===== config.mk =====
export PLATFORM = sky130hd
export DESIGN_NAME = reply_counter
export DESIGN_NICKNAME = d
export VERILOG_FILES = /design/src/rtl/reply_counter_pkg.sv /design/src/rtl/reply_counter_rise_detect.sv /design/src/rtl/reply_counter.sv
export SDC_FILE = /design/constraint.sdc
export NUM_CORES = 1
export LEC_CHECK = 0
export CORE_UTILIZATION = 30
export CTS_BUF_LIST = sky130_fd_sc_hd__clkbuf_8
export CTS_CLUSTER_DIAMETER = 40
export CTS_CLUSTER_SIZE = 20
export DETAILED_ROUTE_END_ITERATION = 8
export GPL_ROUTABILITY_DRIVEN = 0
export PLACE_DENSITY = 0.49
export SETUP_SLACK_MARGIN = 0.02
export SYNTH_ARGS = -nofsm -noshare
export SYNTH_HDL_FRONTEND = slang
export SYNTH_SLANG_ARGS = --single-unit

===== constraint.sdc =====
create_clock -name clk -period 2.6 [get_ports clk]
set_input_delay 0.39 -clock clk [delete_from_list [all_inputs] [get_ports clk]]
set_output_delay 0.39 -clock clk [all_outputs]
set_load 0.05 [all_outputs]

===== src/rtl/reply_counter_pkg.sv =====
// Shared definitions for the reply_counter command handler: FSM state
// encoding, default parameter values and the command code that selects it.
// REPLY_CNT_ECHO_EN adds the ECHO state used to acknowledge the length byte.
package reply_counter_pkg;

  // Command byte the top-level state watcher decodes to enable this handler
  localparam logic [7:0] CMD_REPLY_COUNTER = 8'h72;

  // Default parameter values
  localparam int DEF_DATA_W      = 8;
  localparam int DEF_START_VALUE = 0;
  localparam int DEF_STEP        = 1;

  // Handler states; ECHO exists only when the acknowledge byte is enabled
  typedef enum logic [2:0] {
    IDLE,
    WAIT_LEN,
    SEND,
    WAIT_TX,
    DONE
`ifdef REPLY_CNT_ECHO_EN
    , ECHO
`endif
  } state_e;

endpackage


===== src/rtl/reply_counter_rise_detect.sv =====
// Rising-edge detector for the UART receiver data-valid strobe.
// The history register resets to 1 so a strobe that is already high when the
// handler starts (left over from the command byte) never reads as a new byte.
module reply_counter_rise_detect (
  input  logic clk,
  input  logic reset,
  input  logic d_i,
  output logic rise_o
);

  logic prev_q;

  // Remember the previous strobe level; reset value suppresses a false edge
  always_ff @(posedge clk or posedge reset) begin
    if (reset) begin
      prev_q <= 1'b1;
    end else begin
      prev_q <= d_i;
    end
  end

  assign rise_o = d_i & ~prev_q;

endmodule


===== src/rtl/reply_counter.sv =====
// reply_counter: reads one length byte N from the UART receiver and sends N
// count bytes (START_VALUE, START_VALUE+STEP, ... modulo 2^DATA_W) to the UART
// transmitter, then raises done until activate falls. Dropping activate aborts.
// Optional macro REPLY_CNT_ECHO_EN: the length byte is first echoed back as an
// acknowledge byte before the count bytes (N=0 echoes a lone 0x00).
module reply_counter
  import reply_counter_pkg::*;
#(
  parameter int DATA_W      = DEF_DATA_W,
  parameter int START_VALUE = DEF_START_VALUE,
  parameter int STEP        = DEF_STEP
) (
  input  logic              clk,
  input  logic              reset,
  input  logic              activate,
  output logic              done,
  input  logic              rx_ready,
  input  logic [DATA_W-1:0] rx_data,
  output logic [DATA_W-1:0] tx_data,
  output logic              tx_start,
  input  logic              tx_active,
  input  logic              tx_done
);

  state_e              state_q, state_d;
  logic                done_q, done_d;
  logic                tx_start_q, tx_start_d;
  logic [DATA_W-1:0]   tx_data_q, tx_data_d;
  logic [DATA_W-1:0]   len_q, len_d;
  logic [DATA_W-1:0]   count_q, count_d;
  logic [DATA_W-1:0]   sent_q, sent_d;
  logic [DATA_W-1:0]   sent_inc;
  logic                rx_rise;
`ifdef REPLY_CNT_ECHO_EN
  logic                echo_sent_q, echo_sent_d;
`endif

  // Next count byte; the sum wraps naturally at the register width
  function automatic logic [DATA_W-1:0] next_count(input logic [DATA_W-1:0] c);
    return c + DATA_W'(STEP);
  endfunction

  reply_counter_rise_detect u_rise (
    .clk    (clk),
    .reset  (reset),
    .d_i    (rx_ready),
    .rise_o (rx_rise)
  );

  assign sent_inc = sent_q + DATA_W'(1);

  // Next-state and registered-output decisions for the handler FSM
  always_comb begin
    state_d    = state_q;
    done_d     = done_q;
    tx_start_d = 1'b0;
    tx_data_d  = tx_data_q;
    len_d      = len_q;
    count_d    = count_q;
    sent_d     = sent_q;
`ifdef REPLY_CNT_ECHO_EN
    echo_sent_d = echo_sent_q;
`endif

    case (state_q)
      IDLE: begin
        done_d = 1'b0;
        if (activate) begin
          state_d = WAIT_LEN;
        end
      end

      WAIT_LEN: begin
        if (rx_rise) begin
          len_d   = rx_data;
          count_d = DATA_W'(START_VALUE);
          sent_d  = '0;
`ifdef REPLY_CNT_ECHO_EN
          // Acknowledge first, even for a zero length
          echo_sent_d = 1'b0;
          state_d     = ECHO;
`else
          if (rx_data == '0) begin
            state_d = DONE;
            done_d  = 1'b1;
          end else begin
            state_d = SEND;
          end
`endif
        end
      end

`ifdef REPLY_CNT_ECHO_EN
      ECHO: begin
        // Send the latched length once, then wait for it to leave the wire
        if (!echo_sent_q) begin
          if (!tx_active) begin
            tx_data_d   = len_q;
            tx_start_d  = 1'b1;
            echo_sent_d = 1'b1;
          end
        end else if (tx_done) begin
          if (len_q == '0) begin
            state_d = DONE;
            done_d  = 1'b1;
          end else begin
            state_d = SEND;
          end
        end
      end
`endif

      SEND: begin
        // Only one byte outstanding: hold off while the transmitter is busy
        if (!tx_active) begin
          tx_data_d  = count_q;
          tx_start_d = 1'b1;
          state_d    = WAIT_TX;
        end
      end

      WAIT_TX: begin
        if (tx_done) begin
          count_d = next_count(count_q);
          sent_d  = sent_inc;
          if (sent_inc == len_q) begin
            state_d = DONE;
            done_d  = 1'b1;
          end else begin
            state_d = SEND;
          end
        end
      end

      DONE: begin
        done_d = 1'b1;
      end

      default: begin
        state_d = IDLE;
        done_d  = 1'b0;
      end
    endcase

    // Losing activate abandons the sequence from any busy state; a byte
    // already handed to the transmitter is left to finish on its own
    if (!activate && (state_q != IDLE)) begin
      state_d    = IDLE;
      done_d     = 1'b0;
      tx_start_d = 1'b0;
`ifdef REPLY_CNT_ECHO_EN
      echo_sent_d = 1'b0;
`endif
    end
  end

  // State, counters and registered outputs
  always_ff @(posedge clk or posedge reset) begin
    if (reset) begin
      state_q    <= IDLE;
      done_q     <= 1'b0;
      tx_start_q <= 1'b0;
      tx_data_q  <= '0;
      len_q      <= '0;
      count_q    <= '0;
      sent_q     <= '0;
    end else begin
      state_q    <= state_d;
      done_q     <= done_d;
      tx_start_q <= tx_start_d;
      tx_data_q  <= tx_data_d;
      len_q      <= len_d;
      count_q    <= count_d;
      sent_q     <= sent_d;
    end
  end

`ifdef REPLY_CNT_ECHO_EN
  // Tracks whether the acknowledge byte has been issued in ECHO
  always_ff @(posedge clk or posedge reset) begin
    if (reset) begin
      echo_sent_q <= 1'b0;
    end else begin
      echo_sent_q <= echo_sent_d;
    end
  end
`endif

  assign done     = done_q;
  assign tx_start = tx_start_q;
  assign tx_data  = tx_data_q;

endmodule


## Yosys cells after proc, flatten, opt, wreduce, memory -nomap -nowiden

Index checks and enable logic that the tools add are counted.

- Bits in registers: 38
- Bits of input ports: 14
- Output and inout bits: 10
- Word-level logic and storage cells: 61

- Add/sub/neg operators: 2
- Equality and inequality tests: 15
- Multiplexer cells: 22
- Bitwise logic cells: 3
- Reduce and logical (&&, ||, !) cells: 11

Operators with widths:

| operator | number |
|---|---|
| $pmux 8 s2 | 2 |
| $mux 8 | 3 |
| $mux 3 | 7 |
| $ne 3x3->1 const B | 6 |
| $add 8x1->8 const B | 2 |
| $pmux 3 s5 | 1 |
| $reduce_and 5->1 | 2 |
| $eq 8x8->1 | 1 |
| $logic_not 8->1 | 1 |
| $mux 1 | 8 |
| $ne 2x2->1 const B | 4 |
| $eq 3x2->1 const B | 2 |
| $pmux 1 s4 | 1 |
| $reduce_and 2->1 | 2 |
| $eq 3x1->1 const B | 1 |
| $eq 3x3->1 const B | 1 |
| $logic_not 3->1 | 1 |
| $reduce_and 3->1 | 1 |
| $reduce_bool 3->1 | 1 |
| $not 1->1 | 2 |
| $reduce_bool 2->1 | 1 |
| $and 1x1->1 | 1 |
| $logic_and 1x1->1 | 1 |
| $logic_not 1->1 | 1 |

## Logic depth before layout (Yosys ltp)

- Depth in word-level cells: 6
- Mapped depth: 9

## Cells and area by module

A second synthesis with hierarchy kept.

- Cell total of the unflattened synthesis: 179
- Area, all modules: 1919.3 µm²

Modules (own cells, without submodules):

| module | times used | cells each | area each (µm²) | seq. area each (µm²) |
|---|---|---|---|---|
| reply_counter | 1 | 176 | 1875.5 | 925.9 |
| reply_counter_rise_detect | 1 | 3 | 43.8 | 26.3 |

## Least setup slack after synthesis

Ideal clock, no wire load.

- Path type: register to register
- From: register sent_q[0]
- To: register state_q[1]
- Data arrival time: 1.931 ns
- Path slack: 0.548 ns
- Cell stages (with the launch flop): 8
- Path buffers: 0
- Path through: dfrtp_1 -> ha_1 -> nand3_2 -> or2_1 -> xnor2_1 -> a2111oi_1 -> nand4_1 -> a32o_1

- Longest elaborated chain between the ends: 6

Ends and longest elaborated chain:

| element | RTL line | RTL |
|---|---|---|
| start: declaration | reply_counter.sv:31 | `logic [DATA_W-1:0] sent_q, sent_d;` |
| start signal: assignment | reply_counter.sv:174 | `sent_q <= sent_d;` |
| $add 8x1->8 | reply_counter.sv:50 | `assign sent_inc = sent_q + DATA_W'(1);` |
| $eq 8x8->1 | reply_counter.sv:126 | `if (sent_inc == len_q) begin` |
| $mux 3 | reply_counter.sv:126 |  |
| $mux 3 | reply_counter.sv:123 | `if (tx_done) begin` |
| $pmux 3 s5 | reply_counter.sv:65 | `case (state_q)` |
| $mux 3 | reply_counter.sv:147 | `if (!activate && (state_q != IDLE)) begin` |
| end signal: assignment | reply_counter.sv:168 | `state_q <= state_d;` |
| end: declaration | reply_counter.sv:25 | `state_e state_q, state_d;` |

Every way passes these cells. The select of a mux whose other input is x is not followed.
A chain may end at the register's enable or synchronous reset.

## Final worst setup path

- From: register sent_q[1]
- To: register done_q (netlist: done)

- Longest elaborated chain between the ends: 4

Ends and longest elaborated chain:

| element | RTL line | RTL |
|---|---|---|
| $add 8x1->8 | reply_counter.sv:50 |  |
| $eq 8x8->1 | reply_counter.sv:126 |  |
| $ne 3x3->1 (no source line) | -- |  |
| $reduce_and 5->1 (no source line) | -- |  |
| end signal: assignment | reply_counter.sv:169 | `done_q <= done_d;` |
| end: declaration | reply_counter.sv:26 | `logic done_q, done_d;` |

Every way passes these cells.

==> metrics.cfg <==
[place]
placement.io_buffers = 23
hpwl_um = 2870
dp_slack_ns = 0.183
detailed_place.area_um2 = 2240

[timing]
timing.final.ws_setup_ns = 0.323
fmax_ghz = 0.439
post-route-min-period_ns = 2.28
finalSetupViolations = 0
period_share = 0.876
grt_setup_unrepaired = false
timing.final.hold_violations = 0
tightest_slew_ns = 0.777
fin_skew_ns = 0.00281
slew-limit-headroom = 0.480
setup_tns_ns = 0
timing.final.max_slew_violations = 0

[worst_setup_path]
critical_path_class = flop to flop
cpLargestDelayFamily = simple AND/OR/NAND/NOR gates
crit_path_start_kind = flop
crit_buf_inv = 0
setup.reg_to_reg.worst_slack_ns = 0.32
worst_r2r_endpoint = done
crit_path_end_kind = flop
worst-endpoint-arrival_ns = 2.45
crit_fanout = 6
required_ns = 2.78
crit_path_cell_trace = ha_2 -> nand3_2 -> or2_1 -> xnor2_1 -> a2111oi_2 -> nand4_1 -> a31oi_1 -> o21bai_1
reg2regPathDepth = 8
cp_slowest_cell = sky130_fd_sc_hd__dfrtp_1
worstReg2RegStart = sent_q[1]
max_stage_delay_ns = 0.41

[power]
p_sw_frac = 0.274
p_leak_nw = 0.987
vdd_drop_max_mv = 0.303
power.clock.fraction = 0.319
cell_internal_pwr_mw = 1.09
power_switching_mw = 0.412
cellPowerDensity_nw_per_um2 = 639
combinationalPowerShare = 0.198
seq_power_share = 0.483

[clock_network]
worst_setup_hold_path_clk_slew_ns = 0.07
cts_tree = built
hold_buffers = 0
max_root_sink_buffers = 2
clock_latency_of_the_later_clocked_register_in_the_worst_skew_pair_ns = 0.29
cts_made_buffers = 5
cts_num_sinks = 38
clock_tree.root_cell = sky130_fd_sc_hd__clkbuf_8
postCtsSetupRepairBufs = 0
h_tree_depth = 2

[synth]
postSynthCellCount = 176
biggest_area_contributors_in_the_synthesized_netlist = sky130_fd_sc_hd__dfrtp_1 (48%), sky130_fd_sc_hd__mux2_2 (6.4%), sky130_fd_sc_hd__xor2_1 (4.5%), sky130_fd_sc_hd__mux2_1 (3.5%), sky130_fd_sc_hd__nand2_1 (2.9%)
ffs_w_async_s_r_synth = 1.00
ffs_latches_synth = 38
synth_cell_type_count = 46
synth_area_leader_cell = sky130_fd_sc_hd__dfrtp_1
seq_area_frac_synth = 0.491
synth_nets = 192
number_of_enable_flip_flop_cells_after_synthesis = 0
synth_warnings = 0
avgSynthCellArea_um2 = 11.0
netlist.area_leader.share = 0.478
synthFlopType = sky130_fd_sc_hd__dfrtp_1
syn-cell-area_um2 = 1940

[hold_path]
hp-class = input pin to asynchronous set/reset pin

[floorplan]
design.core.area_um2 = 6060
height_of_the_die_um = 82.4
die_area_um2 = 6790
starting_density = 0.320
floorplan.rows = 28
io_pins = 24
dieWidth_um = 82.4

[detailed_routing]
postRouteAntennaNets = 0
via_count = 1375
drc = 0
routed_via_density = 4.95
dr.pass1.iters = 5
route.final.wire_length_um = 3940
drt_iter0_markers = 76
wire_per_inst_um = 14.2

[final_layout]
leading_cell_type_in_the_layout_fill_and_taps_excluded = sky130_fd_sc_hd__dfrtp_1
antenna-diode-count = 0
area_growth_pct = 21.4
layout_common_cells = sky130_fd_sc_hd__dfrtp_1 (36), sky130_fd_sc_hd__clkdlybuf4s50_1 (23), sky130_fd_sc_hd__nand2_1 (15)
postLayoutCellArea_um2 = 2350
layout-drive-gt1-share = 0.172
final.fill_count = 615
layout.nets = 218

[outcome]
run_status = finished clean

[grt]
grtUsageTotal = 0.136
grt_max_degree = 39
grt_first_pass_wirelength_um = 6810
antenna_violations_before_repair = 0
first_global_vias = 1460
grt-ovfl-total = 0

[flow_run]
cap_violations = 0

==> state kept, by name, summed over array words and instances (netlist names) <==
register,flops
done,1
tx_start,1
len_q,8
tx_data,8
count_q,8
sent_q,8
state_q,3
u_rise.prev_q,1
==> layer usage <==
layer	vias to the layer above	GRT usage	routed length, um
met1	669	0.178	1860
met3	7	0.0330	145
met4	0	0.0561	61
met5	-	0	0
li1	673	-	-
met2	26	0.217	1880
==> synth_stat cells (2+ instances only) <==
master                      n
sky130_fd_sc_hd__xor2_1    10
sky130_fd_sc_hd__mux2_1     6
sky130_fd_sc_hd__buf_6      2
sky130_fd_sc_hd__a21oi_1    5
sky130_fd_sc_hd__nor2_1    13
sky130_fd_sc_hd__buf_2      5
sky130_fd_sc_hd__nand3b_1   2
sky130_fd_sc_hd__nand3_1    3
sky130_fd_sc_hd__nand3_2    2
sky130_fd_sc_hd__and3b_1    2
sky130_fd_sc_hd__and2_1     3
sky130_fd_sc_hd__dfrtp_1   37
sky130_fd_sc_hd__o21ai_1    7
sky130_fd_sc_hd__a22o_1     2
sky130_fd_sc_hd__xnor2_1    6
sky130_fd_sc_hd__o21ai_0    6
sky130_fd_sc_hd__nand2_1   15
sky130_fd_sc_hd__nand4_1    3
sky130_fd_sc_hd__mux2_2    11
sky130_fd_sc_hd__inv_1      4
sky130_fd_sc_hd__nor4_1     2
sky130_fd_sc_hd__ha_1       2
sky130_fd_sc_hd__nor2b_1    3
sky130_fd_sc_hd__nor3_1     3
==> worst register-to-register path, cell delays in order (launching register included) <==
cell                        delay [ns]
sky130_fd_sc_hd__dfrtp_1          0.41
sky130_fd_sc_hd__ha_2             0.28
sky130_fd_sc_hd__nand3_2          0.13
sky130_fd_sc_hd__or2_1            0.30
sky130_fd_sc_hd__xnor2_1          0.15
sky130_fd_sc_hd__a2111oi_2        0.29
sky130_fd_sc_hd__nand4_1          0.26
sky130_fd_sc_hd__a31oi_1          0.26
sky130_fd_sc_hd__o21bai_1         0.08
==> power by group through the flow <==
stage	clock network [mW]	registers, mW	logic [mW]
after floorplan	0	0.745	0.194
after global placement	0	0.738	0.289
after detailed placement	0	0.739	0.295
after CTS	0.496	0.728	0.296
after global routing	0.522	0.741	0.329
final	0.479	0.726	0.297
==> worst max path at each step <==
stage                          from    endpoint  slack (ns)  cells past startpoint
after floorplan           sent_q[0]  state_q[1]        0.55                      7
after global placement    sent_q[0]        done        0.23                      8
after detailed placement   rx_ready  count_q[7]        0.18                      8
after CTS                 sent_q[0]        done        0.19                      8
after global routing      sent_q[0]        done        0.11                      8
final                     sent_q[1]        done        0.32                      8
==> cell families (layout without fill, tap and decap cells) <==
group | after synthesis | in the layout | synth area share
buf+inv | 11 | 38 | 0.0323
xor+xnor | 17 | 17 | 0.0807
mux | 17 | 17 | 0.0988
simple gates | 59 | 59 | 0.172
flops | 38 | 38 | 0.491
fa+ha+maj | 2 | 2 | 0.0129
compound gates | 32 | 32 | 0.112
==> area by class of cell <==
type / count / area [um^2] / area share
multi-input combinational: 127 / 931 / 0.396
inverter: 4 / 15.0 / 0.00638
timing repair buffer: 26 / 253 / 0.107
sequential: 38 / 953 / 0.405
tap: 75 / 93.8 / 0.0399
clock inverter: 3 / 37.5 / 0.0160
clock buffer: 5 / 68.8 / 0.0293
==> stage by stage <==
step,total power [mW],utilization,hold slack [ns],std cells
after global routing,1.59,0.388,0.521,278
after detailed placement,1.03,0.369,0.484,270
after CTS,1.52,0.387,0.505,278
after floorplan,0.939,-,0.394,176
final,1.50,0.388,0.502,278
after global placement,1.03,0.369,0.470,270
==> timing repair <==
action / CTS / global route
endpoints found under the setup margin: 0 / 2
resized for setup: 0 / 3
endpoints found under the hold margin: 0 / 0
Power figures use the tool's default switching activity.
